==> config.mk <==
export PLATFORM = sky130hd
export DESIGN_NAME = sum_window_stats
export DESIGN_NICKNAME = d
export VERILOG_FILES = /design/src/rtl/sum_window_stats.sv
export SDC_FILE = /design/constraint.sdc
export NUM_CORES = 1
export LEC_CHECK = 0
export CAP_MARGIN = 20
export CORE_ASPECT_RATIO = 1.25
export CORE_MARGIN = 2
export CORE_UTILIZATION = 55
export DETAILED_ROUTE_END_ITERATION = 8
export PLACE_DENSITY = 0.77
export SYNTH_ARGS = -nofsm -noshare
export SYNTH_HDL_FRONTEND = slang
export SYNTH_SLANG_ARGS = --single-unit
==> constraint.sdc <==
create_clock -name clk -period 3.5 [get_ports clk]
set_input_delay 0.7 -clock clk [delete_from_list [all_inputs] [get_ports clk]]
set_output_delay 0.7 -clock clk [all_outputs]
set_load 0.005 [all_outputs]
==> src/rtl/sum_window_stats.sv <==
// rtl/sum_window_stats.sv - windowed average/min/max of the sum stream, emitted as a tagged 3-beat burst
module sum_window_stats #(
  parameter int DATA_W   = 8,
  parameter int LOG2_WIN = 3
) (
  input  logic              clk,
  input  logic              rst_n,
  input  logic              clear,
  input  logic              in_valid,
  output logic              in_ready,
  input  logic [DATA_W-1:0] in_data,
  output logic              out_valid,
  input  logic              out_ready,
  output logic [DATA_W-1:0] out_data,
  output logic [1:0]        out_tag,
  output logic [7:0]        frame_cnt
);

  localparam int ACC_W = DATA_W + LOG2_WIN;

  typedef enum logic [1:0] {ACC, EMIT_AVG, EMIT_MIN, EMIT_MAX} state_t;

  state_t                state, state_d;
  logic [ACC_W-1:0]      acc, acc_sum;
  logic [LOG2_WIN-1:0]   cnt;
  logic [DATA_W-1:0]     min_r, max_r, min_nx, max_nx, res_min, res_max;
  logic                  accept, last, beat_hs;

  assign in_ready = (state == ACC);
  assign accept   = in_valid && in_ready;
  assign last     = accept && (cnt == {LOG2_WIN{1'b1}});
  assign beat_hs  = out_valid && out_ready;
  assign acc_sum  = acc + ACC_W'(in_data);
  assign min_nx   = (in_data < min_r) ? in_data : min_r;
  assign max_nx   = (in_data > max_r) ? in_data : max_r;

  always_ff @(posedge clk or negedge rst_n) begin
    if (!rst_n) state <= ACC;
    else        state <= state_d;
  end

  always_comb begin
    state_d = state;
    if (clear) begin
      state_d = ACC;
    end else begin
      unique case (state)
        ACC:      if (last)    state_d = EMIT_AVG;
        EMIT_AVG: if (beat_hs) state_d = EMIT_MIN;
        EMIT_MIN: if (beat_hs) state_d = EMIT_MAX;
        EMIT_MAX: if (beat_hs) state_d = ACC;
        default:               state_d = ACC;
      endcase
    end
  end

  always_ff @(posedge clk or negedge rst_n) begin
    if (!rst_n) begin
      acc       <= '0;
      cnt       <= '0;
      min_r     <= '1;
      max_r     <= '0;
      res_min   <= '0;
      res_max   <= '0;
      out_valid <= 1'b0;
      out_data  <= '0;
      out_tag   <= 2'd0;
      frame_cnt <= 8'd0;
    end else if (clear) begin
      // out_data/out_tag deliberately keep their last values
      acc       <= '0;
      cnt       <= '0;
      min_r     <= '1;
      max_r     <= '0;
      out_valid <= 1'b0;
    end else begin
      if (accept) begin
        if (last) begin
          acc       <= '0;
          cnt       <= '0;
          min_r     <= '1;
          max_r     <= '0;
          res_min   <= min_nx;
          res_max   <= max_nx;
          out_valid <= 1'b1;
          out_tag   <= 2'd0;
          out_data  <= acc_sum[ACC_W-1:LOG2_WIN];
        end else begin
          acc       <= acc_sum;
          cnt       <= cnt + LOG2_WIN'(1);
          min_r     <= min_nx;
          max_r     <= max_nx;
        end
      end
      if (beat_hs) begin
        case (state)
          EMIT_AVG: begin
            out_tag  <= 2'd1;
            out_data <= res_min;
          end
          EMIT_MIN: begin
            out_tag  <= 2'd2;
            out_data <= res_max;
          end
          EMIT_MAX: begin
            out_valid <= 1'b0;
            frame_cnt <= frame_cnt + 8'd1;
          end
          default: ;
        endcase
      end
    end
  end

endmodule

==> results of run 1 <==
-- sequential cells by signal, indices dropped and copies added, names as in the netlist, 3 cells and up --
name,count
acc,11
cnt,3
frame_cnt,8
max_r,8
min_r,8
out_data,8
res_max,8
res_min,8
-- cells in the final DEF, fill, tap and decap left out, types with 2 or more instances in the layout --
master / synthesis / routed
o21ai_1: 7 / 7
nand4_1: 4 / 4
buf_4: 0 / 15
a31oi_1: 10 / 10
clkdlybuf4s50_1: 0 / 31
nand3_1: 5 / 5
nand2b_1: 3 / 3
a22o_1: 16 / 16
o211ai_1: 2 / 2
a21oi_1: 25 / 25
o22a_1: 10 / 10
clkinv_4: 0 / 2
nor3_1: 3 / 3
a221o_1: 3 / 3
nand2_1: 28 / 28
dfstp_2: 8 / 8
dfrtp_1: 59 / 59
nor2_1: 35 / 35
a211oi_2: 2 / 2
xor2_1: 6 / 6
or3_1: 2 / 2
nor2b_1: 4 / 4
inv_1: 19 / 19
clkinv_2: 0 / 2
a211oi_1: 2 / 2
xnor2_1: 11 / 11
a21o_1: 5 / 5
a221oi_1: 5 / 5
and4_1: 2 / 2
clkbuf_8: 0 / 10
mux2i_1: 9 / 9
a22oi_1: 6 / 6
ha_1: 30 / 30
a221oi_2: 2 / 2
-- area by class of cell --
type                            count  area (sq um)
Tap cell                           87           109
Multi-Input combinational cell    254          1880
Timing Repair Buffer               47           428
Inverter                           19          71.3
Clock buffer                       10           138
Sequential cell                    67          1690
Clock inverter                      6          65.1
Fill cell                         549          2150
-- power breakdown --
part,total [W],internal [W],switching (W)
combinational,0.000326,0.000142,0.000183
clock,0.000655,0.000348,0.000307
sequential,0.000842,0.000814,0.0000279
total,0.00182,0.00130,0.000518
-- routing by layer --
layer,part of all wire,routed length (microns),global-route usage,vias to the layer above
met5,0,0,0,-
met2,0.50,4170,0.411,74
met1,0.44,3640,0.331,1425
met4,0.019,157,0.0982,0
li1,-,-,-,1385
met3,0.048,398,0.0530,10
-- through the flow --
| step | cell area, sq um | power (W) |
|---|---|---|
| 2_1_floorplan | 3690 | 0.00107 |
| 3_3_place_gp | 4170 | 0.00117 |
| 3_5_place_dp | 4170 | 0.00118 |
| 4_1_cts | 4380 | 0.00183 |
| 5_1_grt | 4380 | 0.00192 |
| 6_report | 4380 | 0.00182 |
-- how the worst max path moves through the flow --
stage / startpoint / endpoint / slack, ns
2_1_floorplan: in_data[0] / out_data[7] / 0.96
3_3_place_gp: in_data[0] / out_data[7] / 0.37
3_5_place_dp: in_data[0] / out_data[7] / 0.32
4_1_cts: in_data[0] / out_data[7] / 0.67
5_1_grt: in_data[0] / out_data[7] / 0.50
6_report: in_data[0] / out_data[7] / 0.65
-- cells in the mapped netlist (3+ instances only) --
library cell,n,area (sq um)
dfrtp_1,59,1480
nor2_1,35,131
ha_1,30,375
nand2_1,28,105
a21oi_1,25,125
inv_1,19,71.3
a22o_1,16,140
xnor2_1,11,96.3
a31oi_1,10,62.6
o22a_1,10,87.6
mux2i_1,9,90.1
dfstp_2,8,210
clkbuf_1,7,26.3
o21ai_1,7,35.0
a22oi_1,6,45.0
xor2_1,6,52.6
a21o_1,5,37.5
a221oi_1,5,43.8
nand3_1,5,25.0
nand4_1,4,25.0
nor2b_1,4,25.0
a221o_1,3,30.0
nand2b_1,3,18.8
nor3_1,3,15.0
-- logic make-up after synthesis --
kind of cell               after synthesis  share of synthesized area
DFF                                     67                      0.457
adders and majority gates               31                      0.107
AOI/OAI and AO/OA                      105                      0.215
muxes                                   10                     0.0274
and+or+nand+nor                         91                      0.118
buffers and inverters                   31                     0.0359
xor gates and xnor gates                17                     0.0403
-- worst reg2reg max path: stages (launching register included) --
cell and delay, ns:
dfstp_2 0.55, inv_1 0.05, ha_1 0.27, a21o_1 0.13
a211oi_2 0.10, o31ai_2 0.76, buf_4 0.28, mux2i_1 0.19
a21oi_1 0.08
==> results.cfg, run 1 <==
[clocking]
postCtsSetupBuffers = 0
cts.sinks = 67
postCtsHoldBufs = 0
post_cts_resized = 0
cts-root-buf = clkbuf_8
htreeDepth = 3
cts_tree = built
cts_buffers = 9
clock_latency_ns = 0.35
cts_buffer_depth = 2
clk_pin_slew_ns = 0.08

[sta]
slew_viol_final = 0
whs_ns = 0.500
tns_ns = 0
hold_viol = 0
skew_ns = 0.00895
fin_crit_sh = 0.813
fin_ws_ns = 0.654
rsz0062_at_grt = false
tightest_slew_ns = 0.878
maxSlewHeadroom = 0.411
min_period_ns = 2.85
setup_viol = 0
fmax_mhz = 351

[setup_path]
critPathMaxStageDelay_ns = 0.46
worstPathRequired_ns = 3.76
reg2reg_depth = 8
cpLargestDelayFamily = compound AO/OA/AOI/OAI gates
worst-r2r-setup-slack_ns = 0.99
crit_path_start_kind = input port
crit_path_cell_trace = clkdlybuf4s50_1 > ha_1 > fa_1 > a211oi_2 > o21ai_1 > a221o_1 > nand3_1 > xnor2_1 > a221oi_2
timing.rr.start = min_r[1]
crit_type = in2reg
crit_buf_inv = 1
endpoint_kind = register
critPathArrivalTime_ns = 3.11
r2r-end = res_min[7]
crit_slowest_cell = clkdlybuf4s50_1
cp.depth = 9
cp_max_fo = 3

[global_routing]
grt_util_all_layers = 0.252
grt_pass1_vias = 2855
grt_max_degree = 68
grt_first_pass_wirelength_microns = 14300
antenna_found_initial = 0
grt.overflow.total = 0

[synth]
syn_area_sq_um = 3690
ys.flop_type = dfrtp_1
async_reset_ff_frac = 1.00
syn_avg_cell_area_sq_um = 10.5
yosys_warnings = 0
synthDistinctLibCells = 50
ys_ff_latch = 67
syn_nets = 396
synth_edf_count = 0
synthCells = 352
yosysSeqAreaShare = 0.457

[floorplan]
fp.dieH_microns = 95.6
start_util = 0.566
dieArea_sq_um = 7390
io_pins = 33
coreArea_sq_um = 6520
placementRows = 33
die_x_microns = 77.3

[placement]
placedCellCount = 474
gp_congestion = 0.874
io_buffers = 32
dp_hpwl_microns = 6080
dp_slack_ns = 0.317

[finish]
layout.nets = 442
syn2layout_area_growth_pct = 18.5
final_cells = 490
antenna_cells = 0
drive_above_1_share = 0.127
fin_util = 0.671

[drt]
drtPass1Iterations = 4
vias_per_cell = 5.91
post_drt_wl_per_cell_microns = 17.1
detail-route-antenna-nets = 0
drc_errors = 0
dr_total_vias = 2894
drt_iter0_markers = 230
totalWireLength_microns = 8360

[outcome]
status = finished clean

[hold_path]
hold_depth = 1
min_from = frame_cnt[4]
min_path_type = reg2reg
hold_end = frame_cnt[4]

[flow_run]
maxCapViolCount = 0

[power_and_ir_drop]
leakagePower_nw = 2.01
peakVddDrop_mv = 0.290
power.density_nw_per_um2 = 416
Power figures use the tool's default switching activity.
==> inputs of run 2 (changes only) <==
CORE_UTILIZATION = 52   (was 55)
PLACE_DENSITY = 0.76   (was 0.77)
clock period = 2.61 ns   (was 3.5 ns; I/O delays follow)
==> results.cfg, run 2 (same netlist as run 1, synthesis figures left out) <==
[placement]
io_buffers = 32
dp_hpwl_microns = 6680
gp_congestion = 0.904
dp_slack_ns = -0.386
placedCellCount = 498

[finish]
fillCellCount = 551
syn2layout_area_growth_pct = 23.6
drive_above_1_share = 0.179
antenna_cells = 0
mostFrequentLayoutCells = 59 x dfrtp_1, 37 x buf_4, 35 x nor2_1
largest_register = acc
largest_reg_flops = 11
multi_input_area_sq_um = 1890
layout.cells.most_common = dfrtp_1
final_cells = 515
regArea_sq_um = 1690
layout.nets = 464

[drt]
post_drt_wl_per_cell_microns = 17.3
dr_total_vias = 3004
detail-route-antenna-nets = 0
totalWireLength_microns = 8920
drc_errors = 0
drtPass1Iterations = 5
drt_iter0_markers = 177
vias_per_cell = 5.83

[outcome]
status = finished clean

[flow_run]
maxCapViolCount = 0

[clocking]
cts_tree = built
cts-root-buf = clkbuf_8
clk_pin_slew_ns = 0.07
cts.sinks = 67
htreeDepth = 3
cts_buffers = 9
postCtsHoldBufs = 0
clock_latency_ns = 0.35
cts_buffer_depth = 2

[sta]
fmax_mhz = 396
skew_ns = 0.00726
maxSlewHeadroom = 0.542
hold_viol = 0
tightest_slew_ns = 0.687
fin_crit_sh = 0.968
setup_viol = 0
slew_viol_final = 0
min_period_ns = 2.53
fin_ws_ns = 0.0825
tns_ns = 0

[setup_path]
crit_path_cell_trace = clkdlybuf4s50_1 > ha_2 > fa_2 > a211oi_2 > o21ai_2 > a221o_1 > nand3_1 > xnor2_1 > a221oi_2
endpoint_kind = register
crit_slowest_cell = clkdlybuf4s50_1
crit_type = in2reg
crit_path_start_kind = input port
cp_max_fo = 3
critPathArrivalTime_ns = 2.78
worstPathRequired_ns = 2.87
critPathMaxStageDelay_ns = 0.45

[global_routing]
grt_util_all_layers = 0.247
grt.overflow.total = 0
grt_pass1_vias = 2989
antenna_found_initial = 0
grt_first_pass_wirelength_microns = 14700
grt_max_degree = 33

[floorplan]
die_x_microns = 79.4
fp.dieH_microns = 98.2
coreArea_sq_um = 6930
dieArea_sq_um = 7800
start_util = 0.533
io_pins = 33
placementRows = 34

[hold_path]
min_path_type = in2async

[power_and_ir_drop]
leakagePower_nw = 2.12
peakVddDrop_mv = 0.390
power.density_nw_per_um2 = 558
p_total_w = 0.00254
run 2: cell count changes in the layout (fill, tap and decap cells not counted):
cell and change:
buf_4 +22, clkbuf_8 +2, clkinv_4 -2, fa_1 -1
fa_2 +1, ha_1 -1, ha_2 +1, o21ai_1 -1
o21ai_2 +1
run 2: repair_timing:
| item | 4_1_cts | 5_1_grt |
|---|---|---|
| pin swaps | 0 | 1 |
| endpoints found under the setup margin | 1 | 1 |
| endpoints found under the hold margin | 0 | 0 |
| cloned | 0 | 0 |
| resized for setup | 1 | 2 |
| buffers inserted | 0 | 1 |
run 2: layout make-up:
type                       count  area share
clock buffer                  12      0.0362
clock inverter                 4      0.0104
inverter                      19      0.0156
multi-input combinational    254       0.414
sequential                    67       0.370
tap                           90      0.0247
timing repair buffer          69       0.130
run 2: stage by stage:
| stage | instance area (sq um) | hold slack [ns] | util |
|---|---|---|---|
| 3_3_place_gp | 4340 | 0.454 | 0.625 |
| 4_1_cts | 4550 | 0.123 | 0.656 |
| 3_5_place_dp | 4340 | 0.467 | 0.625 |
| 5_1_grt | 4560 | 0.140 | 0.658 |
| 6_report | 4560 | 0.116 | 0.658 |
| 2_1_floorplan | 3690 | 0.226 | - |
run 2: routing by layer:
metal  wire [microns]  GRT usage
met4              104     0.0875
met3              383     0.0582
met5                0          0
met2             4710      0.417
met1             3720      0.309
run 2: power breakdown:
part / switching (W) / internal, W / leakage [nW] / total, W
registers: 0.0000379 / 0.00109 / 0.898 / 0.00113
logic: 0.000265 / 0.000241 / 1.12 / 0.000506
clock network: 0.000393 / 0.000516 / 0.108 / 0.000909
total: 0.000696 / 0.00185 / 2.12 / 0.00254
run 2: final timing paths:
path	from	endpoint	slack, ns	depth (start not counted)
worst max register to register	acc[0]	out_data[7]	0.35	8
min in group clk	frame_cnt[7]	frame_cnt[7]	0.47	1
max in group asynchronous	rst_n	res_min[7]	1.75	2
worst min register to register	frame_cnt[7]	frame_cnt[7]	0.47	1
worst min-delay path	rst_n	max_r[1]	0.12	1
worst max-delay path	in_data[0]	out_data[7]	0.08	9
run 2: worst max-delay path: cells and delay by family:
family / cells / cell delay (ns)
adder cells (fa/ha/maj): 2 / 0.61
XOR/XNOR: 1 / 0.09
AO/OA/AOI/OAI: 4 / 0.97
AND/OR/NAND/NOR: 1 / 0.14
buffers and inverters: 1 / 0.45
==> inputs of run 3 (changes only) <==
PLACE_DENSITY = 0.8   (was 0.76)
==> results.cfg, run 3 (same netlist as run 1, synthesis figures left out) <==
[outcome]
status = finished clean

[clocking]
clock_latency_ns = 0.35
clk_pin_slew_ns = 0.08
cts_buffer_depth = 2
htreeDepth = 3
cts-root-buf = clkbuf_8
cts_tree = built
cts.sinks = 67
cts_buffers = 9
postCtsHoldBufs = 0

[hold_path]
min_path_type = in2async

[drt]
detail-route-antenna-nets = 0
drc_errors = 0
dr_total_vias = 3051
drtPass1Iterations = 5
post_drt_wl_per_cell_microns = 18.0
totalWireLength_microns = 9300
drt_iter0_markers = 204
vias_per_cell = 5.90

[power_and_ir_drop]
power.switching_w = 0.000745
sw_frac_of_total = 0.293
p_int_w = 0.00180
peakVddDrop_mv = 0.396
power.density_nw_per_um2 = 551
comb_power_share = 0.210
p_total_w = 0.00255
pwr-share-clk = 0.345
leakagePower_nw = 2.13
p_seq_frac = 0.444

[finish]
fillCellCount = 513
drive_above_1_share = 0.190
syn2layout_area_growth_pct = 25.0
final_cells = 517
antenna_cells = 0
largest_reg_flops = 11
largest_register = acc
mostFrequentLayoutCells = 59 x dfrtp_1, 36 x buf_4, 35 x nor2_1
fin_area_sq_um = 4620
layout.cells.most_common = dfrtp_1
layout.nets = 466

[setup_path]
crit_buf_inv = 1
endpoint_kind = register
worstPathRequired_ns = 2.88
crit_path_start_kind = input port
cp_max_fo = 3
cpLargestDelayFamily = compound AO/OA/AOI/OAI gates
crit_slowest_cell = clkdlybuf4s50_1
crit_type = in2reg
worst-r2r-setup-slack_ns = 0.35
critPathArrivalTime_ns = 2.81
critPathMaxStageDelay_ns = 0.47
crit_path_cell_trace = clkdlybuf4s50_1 > ha_2 > fa_2 > a211oi_2 > o21ai_2 > a221o_1 > nand3_2 > xnor2_1 > a221oi_2

[floorplan]
coreArea_sq_um = 6930
start_util = 0.533
io_pins = 33
placementRows = 34
dieArea_sq_um = 7800
fp.dieH_microns = 98.2
die_x_microns = 79.4

[placement]
dp_hpwl_microns = 6620
gp_congestion = 0.875
dp_slack_ns = -0.386
placedCellCount = 501
io_buffers = 32
place_area_sq_um = 4400

[global_routing]
grt_pass1_vias = 3093
antenna_found_initial = 0
grt_max_degree = 60
grt_first_pass_wirelength_microns = 15200
grt_util_all_layers = 0.256
grt.overflow.total = 0

[sta]
slew_viol_final = 0
min_period_ns = 2.54
setup_viol = 0
fmax_mhz = 394
tightest_slew_ns = 0.550
hold_viol = 0
maxSlewHeadroom = 0.632
fin_crit_sh = 0.973
fin_ws_ns = 0.0718
skew_ns = 0.00893

[flow_run]
maxCapViolCount = 0
==> run 3: timing repair <==
item,4_1_cts,5_1_grt
resized for setup,2,4
cloned,0,0
pin swaps,0,1
setup buffers,0,0
endpoints found under the hold margin,0,0
setup endpoints to repair,1,5
==> run 3: worst paths after layout <==
path	startpoint	endpoint	depth (start not counted)
max	in_data[0]	out_data[7]	9
min	rst_n	frame_cnt[3]	1
max reg2reg	acc[0]	out_data[7]	8
min reg2reg	frame_cnt[7]	frame_cnt[7]	1
max in group asynchronous	rst_n	min_r[1]	2
min in group clk	frame_cnt[7]	frame_cnt[7]	1
==> run 3: cell type report <==
type,instances,area (sq um),area share
clock buffer,9,124,0.0268
timing repair buffer,71,646,0.140
sequential,67,1690,0.365
clock inverter,7,76.3,0.0165
multi-input combinational,254,1900,0.412
inverter,19,71.3,0.0154
tap,90,113,0.0244
==> run 3: through the flow <==
| stage | TNS (ns) | hold slack [ns] | utilization |
|---|---|---|---|
| global route | -0.0226 | 0.0306 | 0.666 |
| finish | 0 | 0.0161 | 0.666 |
| detailed placement | -8.68 | 0.395 | 0.634 |
| CTS | 0 | 0.0133 | 0.664 |
| global placement | -5.75 | 0.388 | 0.634 |
| floorplan | 0 | 0.226 | - |
==> run 3: worst register-to-register path: stages (launching register included) <==
cell	delay (ns)
dfrtp_1	0.40
ha_2	0.20
fa_2	0.38
a211oi_2	0.22
o21ai_2	0.12
a221o_1	0.37
nand3_2	0.12
xnor2_1	0.12
a221oi_2	0.25
==> run 3: power groups by stage <==
stage | Sequential (W) | Combinational (W) | Clock [W]
CTS | 0.00113 | 0.000529 | 0.000899
floorplan | 0.00114 | 0.000296 | 0
finish | 0.00113 | 0.000536 | 0.000879
global route | 0.00114 | 0.000587 | 0.000948
detailed placement | 0.00115 | 0.000522 | 0
global placement | 0.00115 | 0.000501 | 0
==> run 3: per-layer routing <==
metal | wire [microns] | vias to the layer above | global-route usage
li1 | - | 1436 | -
met1 | 3850 | 1509 | 0.315
met2 | 4770 | 83 | 0.425
met3 | 383 | 23 | 0.0453
met4 | 297 | 0 | 0.135
met5 | 0 | - | 0
